**config.mk**
```make
export PLATFORM = sky130hd
export DESIGN_NAME = alu_sequencer
export DESIGN_NICKNAME = d
export VERILOG_FILES = /design/src/rtl/alu_sequencer.sv
export SDC_FILE = /design/constraint.sdc
export NUM_CORES = 1
export LEC_CHECK = 0
export CAP_MARGIN = 30
export CORE_MARGIN = 2
export CORE_UTILIZATION = 47
export CTS_BUF_LIST = sky130_fd_sc_hd__clkbuf_8 sky130_fd_sc_hd__clkbuf_16
export DETAILED_ROUTE_END_ITERATION = 10
export GPL_ROUTABILITY_DRIVEN = 0
export PLACE_DENSITY = 0.79
export SLEW_MARGIN = 10
export SYNTH_ARGS = -nofsm -noshare
export SYNTH_HDL_FRONTEND = slang
export SYNTH_SLANG_ARGS = --single-unit
```
**constraint.sdc**
```tcl
create_clock -name Clk -period 1.8 [get_ports Clk]
set_input_delay 0.54 -clock Clk [delete_from_list [all_inputs] [get_ports Clk]]
set_output_delay 0.54 -clock Clk [all_outputs]
set_load 0.02 [all_outputs]
```
**src/rtl/alu_sequencer.sv**
```systemverilog
// -----------------------------------------------------------------------------
// alu_sequencer
//   Multi-cycle fetch/decode/execute controller for an 8-bit accumulator
//   datapath. It owns the PC, the instruction register, the carry and branch
//   flags, and a sticky memory-timeout error flag. It drives the ALU control
//   fields, sequences register-file writes, and runs the data-memory
//   req/ack handshake.
//
//   Instruction word: [8:5]=op, [4:3]=funct/imm, [2:0]=reg.
//
// Ports
//   Clk, Reset_n    clock (rising edge) / asynchronous active-low reset
//   start           begin execution at PC=0 (honoured in IDLE/HALT only)
//   inst_addr       instruction ROM address (= PC)
//   inst_data       ROM data, valid the cycle after inst_addr
//   alu_op/funct/imm/carry_in   ALU control driven from IR and carry flag
//   alu_carry_out, alu_branch   ALU carry and compare results
//   rf_addr, rf_rdata           RF address (= IR[2:0]) and R[reg] read data
//   rf_we, rf_wdst, rf_wsel     RF write strobe, destination and data select
//   mem_req, mem_we, mem_ack    data-memory handshake
//   busy, done, err             status: running, halted, memory timeout
// -----------------------------------------------------------------------------
module alu_sequencer #(
    parameter int PC_W        = 8,
    parameter int MEM_TIMEOUT = 16
) (
    input  logic            Clk,
    input  logic            Reset_n,
    input  logic            start,
    output logic [PC_W-1:0] inst_addr,
    input  logic [8:0]      inst_data,
    output logic [3:0]      alu_op,
    output logic [1:0]      alu_funct,
    output logic [1:0]      alu_imm,
    output logic            alu_carry_in,
    input  logic            alu_carry_out,
    input  logic            alu_branch,
    output logic [2:0]      rf_addr,
    input  logic [7:0]      rf_rdata,
    output logic            rf_we,
    output logic            rf_wdst,
    output logic            rf_wsel,
    output logic            mem_req,
    output logic            mem_we,
    input  logic            mem_ack,
    output logic            busy,
    output logic            done,
    output logic            err
);

    localparam int CNT_W = (MEM_TIMEOUT > 1) ? $clog2(MEM_TIMEOUT) : 1;

    localparam logic [3:0] OP_LOAD  = 4'b0000;
    localparam logic [3:0] OP_STORE = 4'b0001;
    localparam logic [3:0] OP_CMP   = 4'b0110;
    localparam logic [3:0] OP_JUMP  = 4'b0111;
    localparam logic [3:0] OP_MOVR  = 4'b1011;
    localparam logic [3:0] OP_HALT  = 4'b1111;

    typedef enum logic [2:0] {
        S_IDLE,
        S_FETCH,
        S_DECODE,
        S_EXEC,
        S_MEM,
        S_WB,
        S_HALT
    } state_t;

    state_t          state_q, state_d;
    logic [PC_W-1:0] pc_q, pc_d;
    logic [8:0]      ir_q, ir_d;
    logic            carry_q, carry_d;
    logic            branch_q, branch_d;
    logic            err_q, err_d;
    logic [CNT_W-1:0] cnt_q, cnt_d;

    logic [3:0]      ir_op;
    logic [1:0]      ir_funct;
    logic [PC_W-1:0] pc_inc;
    logic [PC_W-1:0] jump_target;

    assign ir_op    = ir_q[8:5];
    assign ir_funct = ir_q[4:3];
    assign pc_inc   = pc_q + 1'b1;   // wraps naturally at 2^PC_W-1

    // Jump target is R[reg], truncated or zero-extended to the PC width.
    generate
        if (PC_W <= 8) begin : g_tgt_trunc
            assign jump_target = rf_rdata[PC_W-1:0];
        end else begin : g_tgt_ext
            assign jump_target = {{(PC_W-8){1'b0}}, rf_rdata};
        end
    endgenerate

    always_ff @(posedge Clk or negedge Reset_n) begin
        if (!Reset_n) begin
            state_q  <= S_IDLE;
            pc_q     <= '0;
            ir_q     <= '0;
            carry_q  <= 1'b0;
            branch_q <= 1'b0;
            err_q    <= 1'b0;
            cnt_q    <= '0;
        end else begin
            state_q  <= state_d;
            pc_q     <= pc_d;
            ir_q     <= ir_d;
            carry_q  <= carry_d;
            branch_q <= branch_d;
            err_q    <= err_d;
            cnt_q    <= cnt_d;
        end
    end

    always_comb begin
        state_d  = state_q;
        pc_d     = pc_q;
        ir_d     = ir_q;
        carry_d  = carry_q;
        branch_d = branch_q;
        err_d    = err_q;
        cnt_d    = cnt_q;
        rf_we    = 1'b0;
        rf_wdst  = 1'b0;
        rf_wsel  = 1'b0;
        mem_req  = 1'b0;

        case (state_q)
            S_IDLE, S_HALT: begin
                if (start) begin
                    state_d = S_FETCH;
                    pc_d    = '0;
                    err_d   = 1'b0;
                end
            end
            S_FETCH: begin
                state_d = S_DECODE;
            end
            S_DECODE: begin
                ir_d    = inst_data;
                state_d = S_EXEC;
            end
            S_EXEC: begin
                state_d = S_FETCH;
                pc_d    = pc_inc;
                cnt_d   = '0;
                case (ir_op)
                    OP_LOAD, OP_STORE: begin
                        // PC advances only once the memory acknowledges.
                        state_d = S_MEM;
                        pc_d    = pc_q;
                    end
                    OP_HALT: begin
                        state_d = S_HALT;
                        pc_d    = pc_q;
                    end
                    4'b0010, 4'b0011, 4'b1100, 4'b1101, 4'b1110: begin
                        rf_we   = 1'b1;
                        rf_wdst = 1'b1;
                    end
                    4'b0100, 4'b0101: begin
                        rf_we = 1'b1;
                    end
                    OP_MOVR: begin
                        rf_we   = 1'b1;
                        rf_wdst = (ir_funct == 2'b00);
                    end
                    OP_CMP: begin
                        branch_d = (ir_funct != 2'b11) && alu_branch;
                    end
                    OP_JUMP: begin
                        if (branch_q) begin
                            pc_d = jump_target;
                        end
                        branch_d = 1'b0;
                    end
                    default: ;
                endcase
                if (ir_op inside {4'b0010, 4'b0011, 4'b0100, 4'b1100}) begin
                    carry_d = alu_carry_out;
                end
            end
            S_MEM: begin
                mem_req = 1'b1;
                // An ack in the final allowed cycle still wins over timeout.
                if (mem_ack) begin
                    pc_d    = pc_inc;
                    state_d = (ir_op == OP_STORE) ? S_FETCH : S_WB;
                end else if (cnt_q == CNT_W'(MEM_TIMEOUT - 1)) begin
                    state_d = S_HALT;
                    err_d   = 1'b1;
                end else begin
                    cnt_d = cnt_q + 1'b1;
                end
            end
            S_WB: begin
                rf_we   = 1'b1;
                rf_wsel = 1'b1;
                state_d = S_FETCH;
            end
            default: begin
                state_d = S_IDLE;
            end
        endcase
    end

    assign inst_addr    = pc_q;
    assign alu_op       = ir_op;
    assign alu_funct    = ir_funct;
    assign alu_imm      = ir_funct;
    assign alu_carry_in = carry_q;
    assign rf_addr      = ir_q[2:0];
    assign mem_we       = mem_req && (ir_op == OP_STORE);
    assign busy         = (state_q != S_IDLE) && (state_q != S_HALT);
    assign done         = (state_q == S_HALT);
    assign err          = err_q;

endmodule

```
Yosys cells after proc, flatten, opt, wreduce, memory -nomap -nowiden. Index checks and enable logic that the tools add are counted.

Multiply operators: 0. Divide/modulo/power cells: 0. Reduce and logical (&&, ||, !) cells: 23. Shift-type cells: 0. Muxes and demuxes: 25. Bitwise logic cells: 0. Equality and inequality tests: 28. $lt $le $gt $ge: 0. Add/subtract/negate cells: 2.

Operator list (count): == test 4 bit (second input constant) (6); two-way mux 8 bit (3); one-hot mux 8 bit (3 select lines) (1); one-hot mux 3 bit (6 select lines) (1); == test 4 x 3 -> 1 bit (second input constant) (4); one-hot mux 8 bit (2 select lines) (1); != test 2 bit (second input constant) (7); two-way mux 3 bit (4); == test 3 bit (second input constant) (3); adder 8 x 1 -> 8 bit (second input constant) (1); == test 4 x 2 -> 1 bit (second input constant) (2); two-way mux 4 bit (2); one-hot mux 1 bit (2 select lines) (4); one-hot mux 4 bit (2 select lines) (1); AND reduction 4 bit (2); OR reduction 8 bit (1); two-way mux 1 bit (7); == test 3 x 2 -> 1 bit (second input constant) (2); != test 3 bit (second input constant) (2); one-hot mux 3 bit (2 select lines) (1); AND reduction 2 bit (3); nonzero test 2 bit (3); nonzero test 3 bit (2); OR reduction 5 bit (1); 11 further kinds (14).

ROM bits: 0. Bits in writable memories: 0. Flip-flop bits (word level): 27. Memories kept: 0. Logic and storage cells: 85. Bits in latches: 0. Output and inout port bits: 28. Bits of input ports: 23.

Depth between registers and ports, before layout. Gate-level depths: netlist (run 1).

Depth after elaboration: 4. Gate-level depth with buffers: 7. Gate-level depth less buffers: 6.

Least setup slack after synthesis (run 1). No wires, ideal clock.

Path kind: register -> output. Start: reg state_q[2]. End: out mem_we. Required time: 1260 ps. Cell stages (with the launch flop): 6. Path slack: -66 ps. Arrival time: 1326 ps. Path buffers: 2. Path through: dfrtp_1 -> buf_4 -> or3b_1 -> buf_6 -> clkinv_2 -> and3_1.

Word-level cells in the longest chain between the ends: 3.

Ends and longest elaborated chain: start, declared (RTL line 70) `state_t state_q, state_d;`; start signal, assigned (RTL line 106) `state_q <= state_d;`; == test 3 bit (RTL line 129) `case (state_q)`; two-way mux 1 bit (RTL line 129); via mem_req (RTL line 43) `output logic mem_req,`; logical AND 1 bit (RTL line 214) `assign mem_we = mem_req && (ir_op == OP_STORE);`; end, declared (RTL line 44) `output logic mem_we,`.

The timed path passes the listed nets, and every way through them passes these cells.

Worst setup path in the final report (run 1).
Start: reg state_q[2]. End: out busy.

Word-level cells in the longest chain between the ends: 2. Elaborated cells between the ends (all ways): 3. Those cells by class: 1 x eq/ne; 2 x reduce/logical.

Ends and longest elaborated chain: != test 3 bit or nonzero test 3 bit (tied branches) (RTL line 215) `assign busy = (state_q != S_IDLE) && (state_q != S_HALT);`; logical AND 1 bit * (RTL line 215); end, declared (RTL line 46) `output logic busy,`.

Every way passes the cells marked *; elsewhere a longest branch is shown, timed or not.

==> results by group, run 1 <==
Die
  – Die width: between 60 and 70 um
  – DIE HEIGHT: approximately 65 um
  – Num rows: 22
  – Starting density of the core: between 40% and 50%
  – Die Area: about 4200 sq um
  – # IOs: 51
  – Core area: around 3600 sq um

Placed design
  – Buffers on Ports: 50
  – DP Wirelength: around 3.3 mm
  – Setup Slack @ Placement: -0.489 ns
  – # placed instances: slightly above 300

Clock network
  – TritonCTS buffer count: 3
  – # hold bufs at CTS: 0
  – Sink Count: 27
  – H-tree depth: 1
  – Skew-Pair Late Insertion Delay: 0.27 ns
  – CTS tree: yes
  – Clock Pin Slew Worst Setup and Hold Paths: 0.09 ns
  – Deepest clock path buffer count: 2
  – Clk root buf: clkbuf_8

Critical path
  – CP max-delay cell: dfrtp_1
  – Kind of critical path: flip-flop to output port
  – CP Launch Type: flip-flop
  – Most frequent CP cell: buf_6
  – CP endpoint kind: output port
  – Largest fanout on the critical path: 4
  – Critical-path cell list: buf_6 -> buf_6 -> nor2b_4 -> or3_4 -> buf_6
  – Worst EP required: between 1 and 1.5 ns
  – Crit path DAT: ~1.5 ns
  – CP peak stage delay: 0.40 ns

Routing
  – DRT Wirelength: 5.11 mm
  – Via count: roughly 1800
  – Post-route DRC: 0
  – Iter 0 DRT Violations: between 80 and 90
  – Vias/cell: 5.50
  – DR pass1 iterations: 4
  – Post-DR wirelength/cell: about 16 um
  – Final ANT Viol Nets: 0

Logic synthesis
  – Synth top area share: between 30% and 40%
  – Post-synthesis sequential area ratio: around two fifths
  – Synthesized area: 1750 sq um
  – Ys async rst share: between 90% and 100%
  – Number of synthesized flops with an enable pin: 0
  – Mapped Avg Cell Area: ~9.4 sq um
  – Netlist cell types: 50
  – Synth top area cells: dfrtp_1, mux2_2, buf_4
  – Syn Nets: around 210
  – Predominant post-synthesis flop cell: dfrtp_1
  – Synth area leader: dfrtp_1
  – Post-Syn Instances: about 190
  – Synth cell count leaders: dfrtp_1, nor2_1, nand2_1
  – Count leader, synth: dfrtp_1
  – Yosys warnings: 0
  – Synthesis-stage register bit count: 27

Global route
  – Tot GR Track Use: 24.4%
  – Largest net degree at the start of global routing: 28
  – Vias in the first global route: 1772
  – GR Util met2: about 44%
  – Gr busiest metal: met2
  – First-pass GRT wire length: between 8 and 9 mm
  – Initial antenna violation count: 0
  – Remaining Overflow, GRT: 0
  – Met3 GRT Util: under 10%
  – GR Util met1: a little under a third

STA
  – Final number of setup-violating endpoints: 15
  – Clk_skew: roughly 0.0021 ns
  – Worst setup margin: -0.190 ns
  – Crit share post-route: 111%
  – Final slew viol count: 0
  – Worst Tran Pin Value: roughly 0.38 ns
  – Final min period: approximately 2 ns
  – RSZ-0062 raised after global routing: yes
  – Fmax: around 500 MHz
  – Final Hold Fails: 0
  – Slew margin rel.: 74.6%

Finish
  – Multi-input combinational cell area: 1050 sq um
  – Synth-to-layout area growth: 57.4%
  – Filler cells: about 270
  – Layout Cells excl Fill: 322
  – Storage element area: slightly below 700 sq um
  – Layout cell share with drive strength beyond 1: between 30% and 40%
  – Ant. Diodes: 0
  – Nets: 300

Power and ir drop
  – Flop pwr share: 21.9%
  – Clock share of power: 7.6%
  – Int Power: between 2 and 3 mW
  – PwrDens: 1630 nW/um^2
  – Switch Pwr: ~2 mW
  – Logic pwr share: around 71%
  – VDD IR max: 947 uV
  – Net switching fraction of the power: between 40% and 50%
  – Leakage power: approximately 1.4 nW

Run status
  – Status: finished with violations
  – Failing checks: negative setup slack

Job
  – Max cap viols: 0

Hold path
  – HP Class: flip-flop to flip-flop
==> power groups by stage <==
stage | logic, mW | clock network (mW) | registers [mW]
3_3_place_gp | 2.60 | 0 | 0.977
2_1_floorplan | 1.41 | 0 | 1.16
3_5_place_dp | 2.66 | 0 | 0.987
4_1_cts | 2.89 | 0.351 | 0.977
5_1_grt | 3.40 | 0.377 | 1.02
6_report | 3.18 | 0.342 | 0.987
==> path summary, 6_finish.rpt <==
check	end	slack (ns)	depth (start not counted)	start
max	busy	-0.19	5	state_q[2]$_DFFE_PN0P_
min	ir_q[1]$_DFFE_PN0P_	0.51	1	ir_q[1]$_DFFE_PN0P_
max reg2reg	err$_DFFE_PN0P_	-0.10	10	state_q[2]$_DFFE_PN0P_
min reg2reg	ir_q[1]$_DFFE_PN0P_	0.51	1	ir_q[1]$_DFFE_PN0P_
max in group asynchronous	ir_q[6]$_DFFE_PN0P_	0.88	2	Reset_n
min in group asynchronous	alu_carry_in$_DFFE_PN0P_	0.64	2	Reset_n
==> stage by stage <==
step           cell area [sq um]  TNS, ns  hold slack, ns  util (%)  total power [mW]
2_1_floorplan               1760        0           0.244         -              2.57
3_3_place_gp                2490    -4.77           0.464      68.6              3.58
3_5_place_dp                2490    -5.38           0.498      68.6              3.64
4_1_cts                     2660   -0.822           0.520      73.1              4.21
5_1_grt                     2760    -2.88           0.538      76.0              4.79
6_report                    2760    -1.78           0.510      76.0              4.51
==> sequential cells by signal, summed over array words and instances (netlist names) <==
| register | flops |
|---|---|
| cnt_q | 4 |
| state_q | 3 |
| err | 1 |
| inst_addr | 8 |
| branch_q | 1 |
| alu_carry_in | 1 |
| ir_q | 9 |
==> layout make-up <==
| cell class | instances | share of cell area, % |
|---|---|---|
| multi-input cells | 133 | 37.9 |
| repair buffers | 99 | 32.1 |
| flip-flops and latches | 27 | 24.5 |
| well taps | 48 | 2.17 |
| inverters | 11 | 1.68 |
| clock buffers | 3 | 1.50 |
| clock inverters | 1 | 0.136 |
==> cell usage in the layout, fill, tap and decap left out, types with 3 or more instances in the layout <==
master	count
a21o_1	3
a21oi_1	7
a22o_1	6
and3_1	4
buf_4	43
buf_6	12
clkbuf_8	3
clkdlybuf4s50_1	22
dfrtp_1	26
dlygate4sd2_1	14
dlymetal6s2s_1	6
inv_1	11
mux2_2	10
mux2i_1	3
nand2_1	12
nand4_1	4
nor2_1	15
nor3_1	5
nor3_2	3
o21ai_0	5
o21ai_1	8
==> per-layer routing <==
metal | wire, um | part of all wire, %
met1 | 2290 | 45
met2 | 2650 | 52
met3 | 129 | 2.5
met4 | 41 | 0.80
met5 | 0 | 0
==> logic make-up (layout without fill, tap and decap cells) <==
family	count (synthesis)	count (layout)	synth area share, %
and+or+nand+nor	61	61	19.4
xor gates and xnor gates	2	2	0.999
AOI/OAI and AO/OA	54	55	22.9
buffers and inverters	27	114	8.63
muxes	13	13	8.13
adders and majority gates	2	2	1.43
DFF	27	27	38.5
==> worst max-delay path, delay by kind of cell (launching register included) <==
kind / cells / cell delay, ns
simple gates: 2 / 0.41
flops: 1 / 0.40
buf+inv: 3 / 0.37
==> repair_timing <==
| action | 4_1_cts | 5_1_grt |
|---|---|---|
| endpoints found under the setup margin | 30 | 26 |
| gates resized for setup | 74 | 20 |
| hold endpoints to repair | 0 | 0 |
| cloned | 0 | 1 |
| pin swaps | 4 | 6 |
| setup buffers | 9 | 3 |
Power figures use the tool's default switching activity.
==> inputs of run 2 (changes only) <==
--- a/config.mk
+++ b/config.mk
@@ -7,11 +7,10 @@
 export LEC_CHECK = 0
 export CAP_MARGIN = 30
 export CORE_MARGIN = 2
-export CORE_UTILIZATION = 47
+export CORE_UTILIZATION = 30
 export CTS_BUF_LIST = sky130_fd_sc_hd__clkbuf_8 sky130_fd_sc_hd__clkbuf_16
 export DETAILED_ROUTE_END_ITERATION = 10
-export GPL_ROUTABILITY_DRIVEN = 0
-export PLACE_DENSITY = 0.79
+export GPL_ROUTABILITY_DRIVEN = 1
 export SLEW_MARGIN = 10
 export SYNTH_ARGS = -nofsm -noshare
 export SYNTH_HDL_FRONTEND = slang
==> run 2 against run 1 <==
  * The flow still finishes with violations (negative setup slack)
  * Worst hold slack worse by 0.020 ns
  * Clock skew up 0.0019 ns
  * Final cell count up 4.7%
  * Non-clock buffer count down 8
  * Power down 0.86%
  * Critical path depth down 1
  * Combinational power down 2%
  * Setup slack about the same
  * Global-route usage down 9.0 points
  * Largest power group unchanged
==> results by group, run 2 (synthesis gave the netlist of run 1 again) <==
Global route
  – Remaining Overflow, GRT: 0 (unchanged)
  – Initial antenna violation count: 0 (unchanged)
  – Vias in the first global route: 1732 (-2.3%)
  – Tot GR Track Use: 15.4% (-9.0 points)
  – Largest net degree at the start of global routing: 28 (unchanged)
  – First-pass GRT wire length: 7.95 mm (-2.7%)

Finish
  – Most flops, register: ir_q
  – Ant. Diodes: 0 (unchanged)
  – Layout Cells excl Fill: 337 (+4.7%)
  – Max reg flops: 9 (unchanged)
  – Final Cell Area: 2770 sq um (+0.32%)
  – Most common cell after layout, fill and taps aside: buf_4
  – Synth-to-layout area growth: 57.9%
  – Commonest cells after routing, fill and taps aside: buf_4, dfrtp_1, clkdlybuf4s50_1
  – Layout cell share with drive strength beyond 1: 34.7% (-0.32 points)
  – Nets: 291 (-3.0%)

Routing
  – DR pass1 iterations: 4 (unchanged)
  – Post-DR wirelength/cell: 14.1 um (-11%)
  – DRT Wirelength: 4.75 mm (-7.1%)
  – Iter 0 DRT Violations: 71 (-18%)
  – Final ANT Viol Nets: 0 (unchanged)
  – Vias/cell: 4.96 (-10%)
  – Post-route DRC: 0 (unchanged)
  – Via count: 1670 (-5.8%)

Critical path
  – CP max-delay cell: or3b_4
  – CP delay by family, top: simple AND/OR/NAND/NOR gates
  – CP Launch Type: flip-flop
  – Largest fanout on the critical path: 2 (-2)
  – CP peak stage delay: 0.42 ns (+0.02 ns)
  – CP endpoint kind: output port
  – Kind of critical path: flip-flop to output port
  – FF-to-FF End: inst_addr[2]$_DFFE_PN0P_
  – Buf/Inv on CP: 2 (-1)
  – Critical-path cell list: or3b_4 -> clkinv_4 -> and3_4 -> buf_6
  – Crit path DAT: 1.45 ns (about the same)
  – Worst Reg-to-Reg Cells: 8 (-2)
  – FF-to-FF Start: state_q[1]$_DFFE_PN0P_
  – R2r setup slk: 0.04 ns (+0.14 ns)
  – Worst EP required: 1.26 ns (about the same)

STA
  – Worst Tran Pin Value: 0.375 ns (-0.00626 ns)
  – Clk_skew: 0.00404 ns (+0.00190 ns)
  – Crit share post-route: 111% (about the same)
  – Worst setup margin: -0.190 ns (+0.000341 ns)
  – Final slew viol count: 0 (unchanged)
  – Final number of setup-violating endpoints: 6 (-9)
  – Fmax: 503 MHz (about the same)
  – RSZ-0062 raised after global routing: yes
  – Slew margin rel.: 75.0% (+0.47 points)
  – Final min period: 1.99 ns (-0.000341 ns)
  – Final Hold Fails: 0 (unchanged)

Die
  – Num rows: 27 (+23%)
  – # IOs: 51 (unchanged)
  – DIE HEIGHT: 80.5 um (+24%)
  – Starting density of the core: 31.5% (-17 points)
  – Die width: 80.5 um (+24%)
  – Die Area: 6470 sq um (+53%)
  – Core area: 5570 sq um (+53%)

Hold path
  – HP Class: flip-flop to flip-flop
  – Hold path depth: 1 (unchanged)
  – Worst Hold End: branch_q$_DFFE_PN0P_
  – Hold_sp: branch_q$_DFFE_PN0P_

Placed design
  – DP Wirelength: 3.35 mm (+0.54%)
  – Setup Slack @ Placement: -0.519 ns (-0.0301 ns)
  – DP Area: 2490 sq um (unchanged)
  – # placed instances: 325 (+6.6%)
  – Buffers on Ports: 50 (unchanged)
  – Placer Congestion: between 0.8 and 0.9

Clock network
  – Deepest clock path buffer count: 2 (unchanged)
  – Skew-Pair Late Insertion Delay: 0.28 ns (about the same)
  – Clock Pin Slew Worst Setup and Hold Paths: 0.10 ns (about the same)
  – TritonCTS buffer count: 3 (unchanged)
  – CTS tree: yes
  – Clk root buf: clkbuf_8
  – H-tree depth: 1 (unchanged)
  – Sink Count: 27 (unchanged)

Power and ir drop
  – PwrDens: 1610 nW/um^2 (-1.2%)
  – VDD IR max: 968 uV (+2.3%)
  – Leakage power: 1.32 nW (-3.6%)
  – Final Power: 4.47 mW (-0.86%)

Run status
  – Failing checks: negative setup slack
  – Status: finished with violations

Job
  – Max cap viols: 0 (unchanged)
[run 2: worst max path at each step]
stage	startpoint	end	slack [ns]	cells past startpoint
6_report	state_q[0]$_DFFE_PN0P_	mem_we	-0.19	4
2_1_floorplan	state_q[2]$_DFFE_PN0P_	mem_we	0.03	5
3_5_place_dp	start	inst_addr[7]$_DFFE_PN0P_	-0.52	6
5_1_grt	state_q[1]$_DFFE_PN0P_	busy	-0.23	5
4_1_cts	state_q[0]$_DFFE_PN0P_	mem_we	-0.20	4
3_3_place_gp	start	inst_addr[7]$_DFFE_PN0P_	-0.49	6
[run 2: per-layer routing]
metal / vias up / routed length (um) / track usage (%)
met4: 0 / 15 / 3.73
met3: 2 / 164 / 3.03
met5: - / 0 / 0
met1: 812 / 2260 / 20.1
met2: 27 / 2320 / 26.1
li1: 829 / - / -
[run 2: where the power goes]
group / internal, mW / switching [mW]
sequential: 0.816 / 0.173
combinational: 1.61 / 1.51
clock: 0.156 / 0.208
total: 2.58 / 1.89
[run 2: layout make-up]
class / count / area (sq um)
timing repair buffer: 91 / 862
clock inverter: 1 / 5.00
tap: 72 / 90.1
fill: 545 / 2800
inverter: 11 / 48.8
clock buffer: 3 / 41.3
sequential: 27 / 677
multi-input combinational: 132 / 1050
[run 2: timing repair]
action | 4_1_cts | 5_1_grt
pin swaps | 5 | 13
gates resized for setup | 77 | 26
setup buffers | 7 | 3
hold buffers | 0 | 0
endpoints found under the setup margin | 32 | 21
[run 2: worst reg2reg max path, delay by kind of cell (launching register included)]
family,cells,cell delay (ns)
flops,1,0.40
compound gates,3,0.57
buf+inv,3,0.42
simple gates,2,0.28
[run 2: stage by stage]
step	hold slack, ns	TNS [ns]	utilization, %
finish	0.490	-0.704	49.7
global route	0.510	-1.20	49.7
CTS	0.498	-0.694	47.8
detailed placement	0.474	-5.86	44.7
global placement	0.474	-5.71	44.7
floorplan	0.244	0	-
==> inputs of run 3 (changes only) <==
--- a/config.mk
+++ b/config.mk
@@ -11,6 +11,7 @@
 export CTS_BUF_LIST = sky130_fd_sc_hd__clkbuf_8 sky130_fd_sc_hd__clkbuf_16
 export DETAILED_ROUTE_END_ITERATION = 10
 export GPL_ROUTABILITY_DRIVEN = 1
+export PLACE_DENSITY_LB_ADDON = 0.25
 export SLEW_MARGIN = 10
 export SYNTH_ARGS = -nofsm -noshare
 export SYNTH_HDL_FRONTEND = slang
==> run 3 against run 2 <==
  * The run still ends with negative setup slack left
  * Maximum frequency shrank 1.5%
  * Die area did not move
  * Global-route usage grew 0.17 points
  * Power rose by 2.6%
  * Largest cell class unchanged
  * Critical endpoint unchanged
==> results by group, run 3 (synthesis gave the netlist of run 1 again) <==
Die
  – Num rows: 27 (unchanged)
  – # IOs: 51 (unchanged)
  – DIE HEIGHT: 80.5 um (unchanged)
  – Die Area: 6470 sq um (unchanged)
  – Core area: 5570 sq um (unchanged)
  – Starting density of the core: 31.5% (unchanged)
  – Die width: 80.5 um (unchanged)

Routing
  – Vias/cell: 5.01 (+1.0%)
  – DR pass1 iterations: 4 (unchanged)
  – Iter 0 DRT Violations: 76 (+7.0%)
  – Post-DR wirelength/cell: 14.1 um (-0.32%)
  – DRT Wirelength: 4.82 mm (+1.5%)
  – Via count: 1717 (+2.8%)
  – Final ANT Viol Nets: 0 (unchanged)
  – Post-route DRC: 0 (unchanged)

STA
  – Clk_skew: 0.0195 ns (+0.0155 ns)
  – Worst Tran Pin Value: 0.372 ns (-0.00264 ns)
  – Final Hold Fails: 0 (unchanged)
  – RSZ-0062 raised after global routing: yes
  – Worst hold margin: 0.489 ns (-0.00131 ns)
  – Final slew viol count: 0 (unchanged)
  – Crit share post-route: 112% (+1.6 points)
  – Final number of setup-violating endpoints: 9 (+3)
  – Fmax: 495 MHz (-1.5%)
  – Final min period: 2.02 ns (+0.0295 ns)
  – Slew margin rel.: 75.2% (+0.18 points)
  – Worst setup margin: -0.219 ns (-0.0295 ns)

Run status
  – Status: finished with violations
  – Failing checks: negative setup slack

Finish
  – Layout Utilization: 50.5% (+0.79 points)
  – Synth-to-layout area growth: 60.4%
  – Ant. Diodes: 0 (unchanged)
  – Final Cell Area: 2810 sq um (+1.6%)
  – Layout cell share with drive strength beyond 1: 34.3% (-0.40 points)
  – Most common cell after layout, fill and taps aside: buf_4
  – Most flops, register: ir_q
  – Filler cells: 525 (-3.7%)
  – Max reg flops: 9 (unchanged)
  – Nets: 297 (+2.1%)
  – Commonest cells after routing, fill and taps aside: buf_4, dfrtp_1, clkdlybuf4s50_1

Global route
  – Tot GR Track Use: 15.6% (+0.17 points)
  – Remaining Overflow, GRT: 0 (unchanged)
  – Initial antenna violation count: 0 (unchanged)
  – First-pass GRT wire length: 7.90 mm (-0.60%)
  – Vias in the first global route: 1641 (-5.3%)
  – Largest net degree at the start of global routing: 28 (unchanged)

Critical path
  – Largest fanout on the critical path: 3 (+1)
  – Kind of critical path: flip-flop to output port
  – Worst EP required: 1.26 ns (about the same)
  – CP Launch Type: flip-flop
  – Crit path from: state_q[0]$_DFFE_PN0P_
  – CP endpoint kind: output port
  – Critical-path cell list: or3b_4 -> clkinv_4 -> and3_4 -> buf_6
  – CP endpoint: mem_we
  – Crit path DAT: 1.48 ns (+0.03 ns)
  – FF-to-FF End: inst_addr[2]$_DFFE_PN0P_
  – Worst Reg-to-Reg Cells: 8 (unchanged)
  – CP max-delay cell: or3b_4
  – R2r setup slk: -0.08 ns (-0.12 ns)
  – FF-to-FF Start: state_q[1]$_DFFE_PN0P_
  – CP peak stage delay: 0.43 ns (about the same)

Clock network
  – Sink Count: 27 (unchanged)
  – H-tree depth: 1 (unchanged)
  – Deepest clock path buffer count: 2 (unchanged)
  – TritonCTS buffer count: 3 (unchanged)
  – CTS tree: yes
  – Clock Pin Slew Worst Setup and Hold Paths: 0.11 ns (about the same)
  – Skew-Pair Late Insertion Delay: 0.29 ns (about the same)
  – Clk root buf: clkbuf_8

Power and ir drop
  – VDD IR max: 735 uV (-24%)
  – Leakage power: 1.33 nW (+0.56%)
  – PwrDens: 1630 nW/um^2 (+1.0%)

Placed design
  – DP Area: 2500 sq um (+0.30%)
  – Buffers on Ports: 50 (unchanged)
  – DP Wirelength: 3.35 mm (-0.27%)
  – Placer Congestion: 0.762 (-6.0%)

Hold path
  – HP Class: flip-flop to flip-flop

Job
  – Max cap viols: 0 (unchanged)
run 3: stage by stage:
step | power [mW] | instances | setup slack [ns] | setup TNS (ns)
after floorplan | 2.57 | 186 | 0.0297 | 0
after global placement | 3.60 | 326 | -0.538 | -6.18
after detailed placement | 3.63 | 326 | -0.568 | -6.37
after CTS | 4.35 | 340 | -0.224 | -0.969
after global routing | 4.91 | 343 | -0.268 | -1.84
final | 4.59 | 343 | -0.219 | -1.01
run 3: power breakdown:
part           internal (mW)  switching, mW
registers              0.816          0.180
logic                   1.66           1.56
clock network          0.158          0.217
run 3: how the worst min path moves through the flow:
stage / start / end / slack [ns] / cells past startpoint
floorplan: Reset_n / alu_carry_in$_DFFE_PN0P_ / 0.24 / 0
global placement: branch_q$_DFFE_PN0P_ / branch_q$_DFFE_PN0P_ / 0.47 / 1
detailed placement: branch_q$_DFFE_PN0P_ / branch_q$_DFFE_PN0P_ / 0.48 / 1
CTS: branch_q$_DFFE_PN0P_ / branch_q$_DFFE_PN0P_ / 0.50 / 1
global route: branch_q$_DFFE_PN0P_ / branch_q$_DFFE_PN0P_ / 0.51 / 1
finish: branch_q$_DFFE_PN0P_ / branch_q$_DFFE_PN0P_ / 0.49 / 1
run 3: repair_timing:
action                                  in CTS  in global routing
hold buffers                                 0                  0
buffers inserted                            10                  5
pin swaps                                   12                 14
endpoints found under the setup margin      33                 20
gates resized for setup                     77                 26
cloned                                       1                  0
run 3: layout make-up:
type	instances	area [sq um]	share of cell area [%]
Multi-Input combinational cell	133	1060	37.7
Tap cell	72	90.1	3.20
Sequential cell	27	677	24.1
Clock buffer	3	41.3	1.47
Timing Repair Buffer	96	892	31.7
Clock inverter	1	7.51	0.267
Inverter	11	46.3	1.65
run 3: routing by layer:
metal / global-route usage, % / share of wire, % / vias to the layer above
li1: - / - / 848
met1: 20.8 / 45 / 841
met2: 26.5 / 51 / 26
met3: 2.58 / 2.8 / 2
met4: 3.05 / 0.71 / 0
met5: 0 / 0 / -
run 3: critical path, delay by kind of cell (launching register included):
kind | cells | cell delay [ns]
DFF | 1 | 0.41
and+or+nand+nor | 2 | 0.60
buffers and inverters | 2 | 0.18
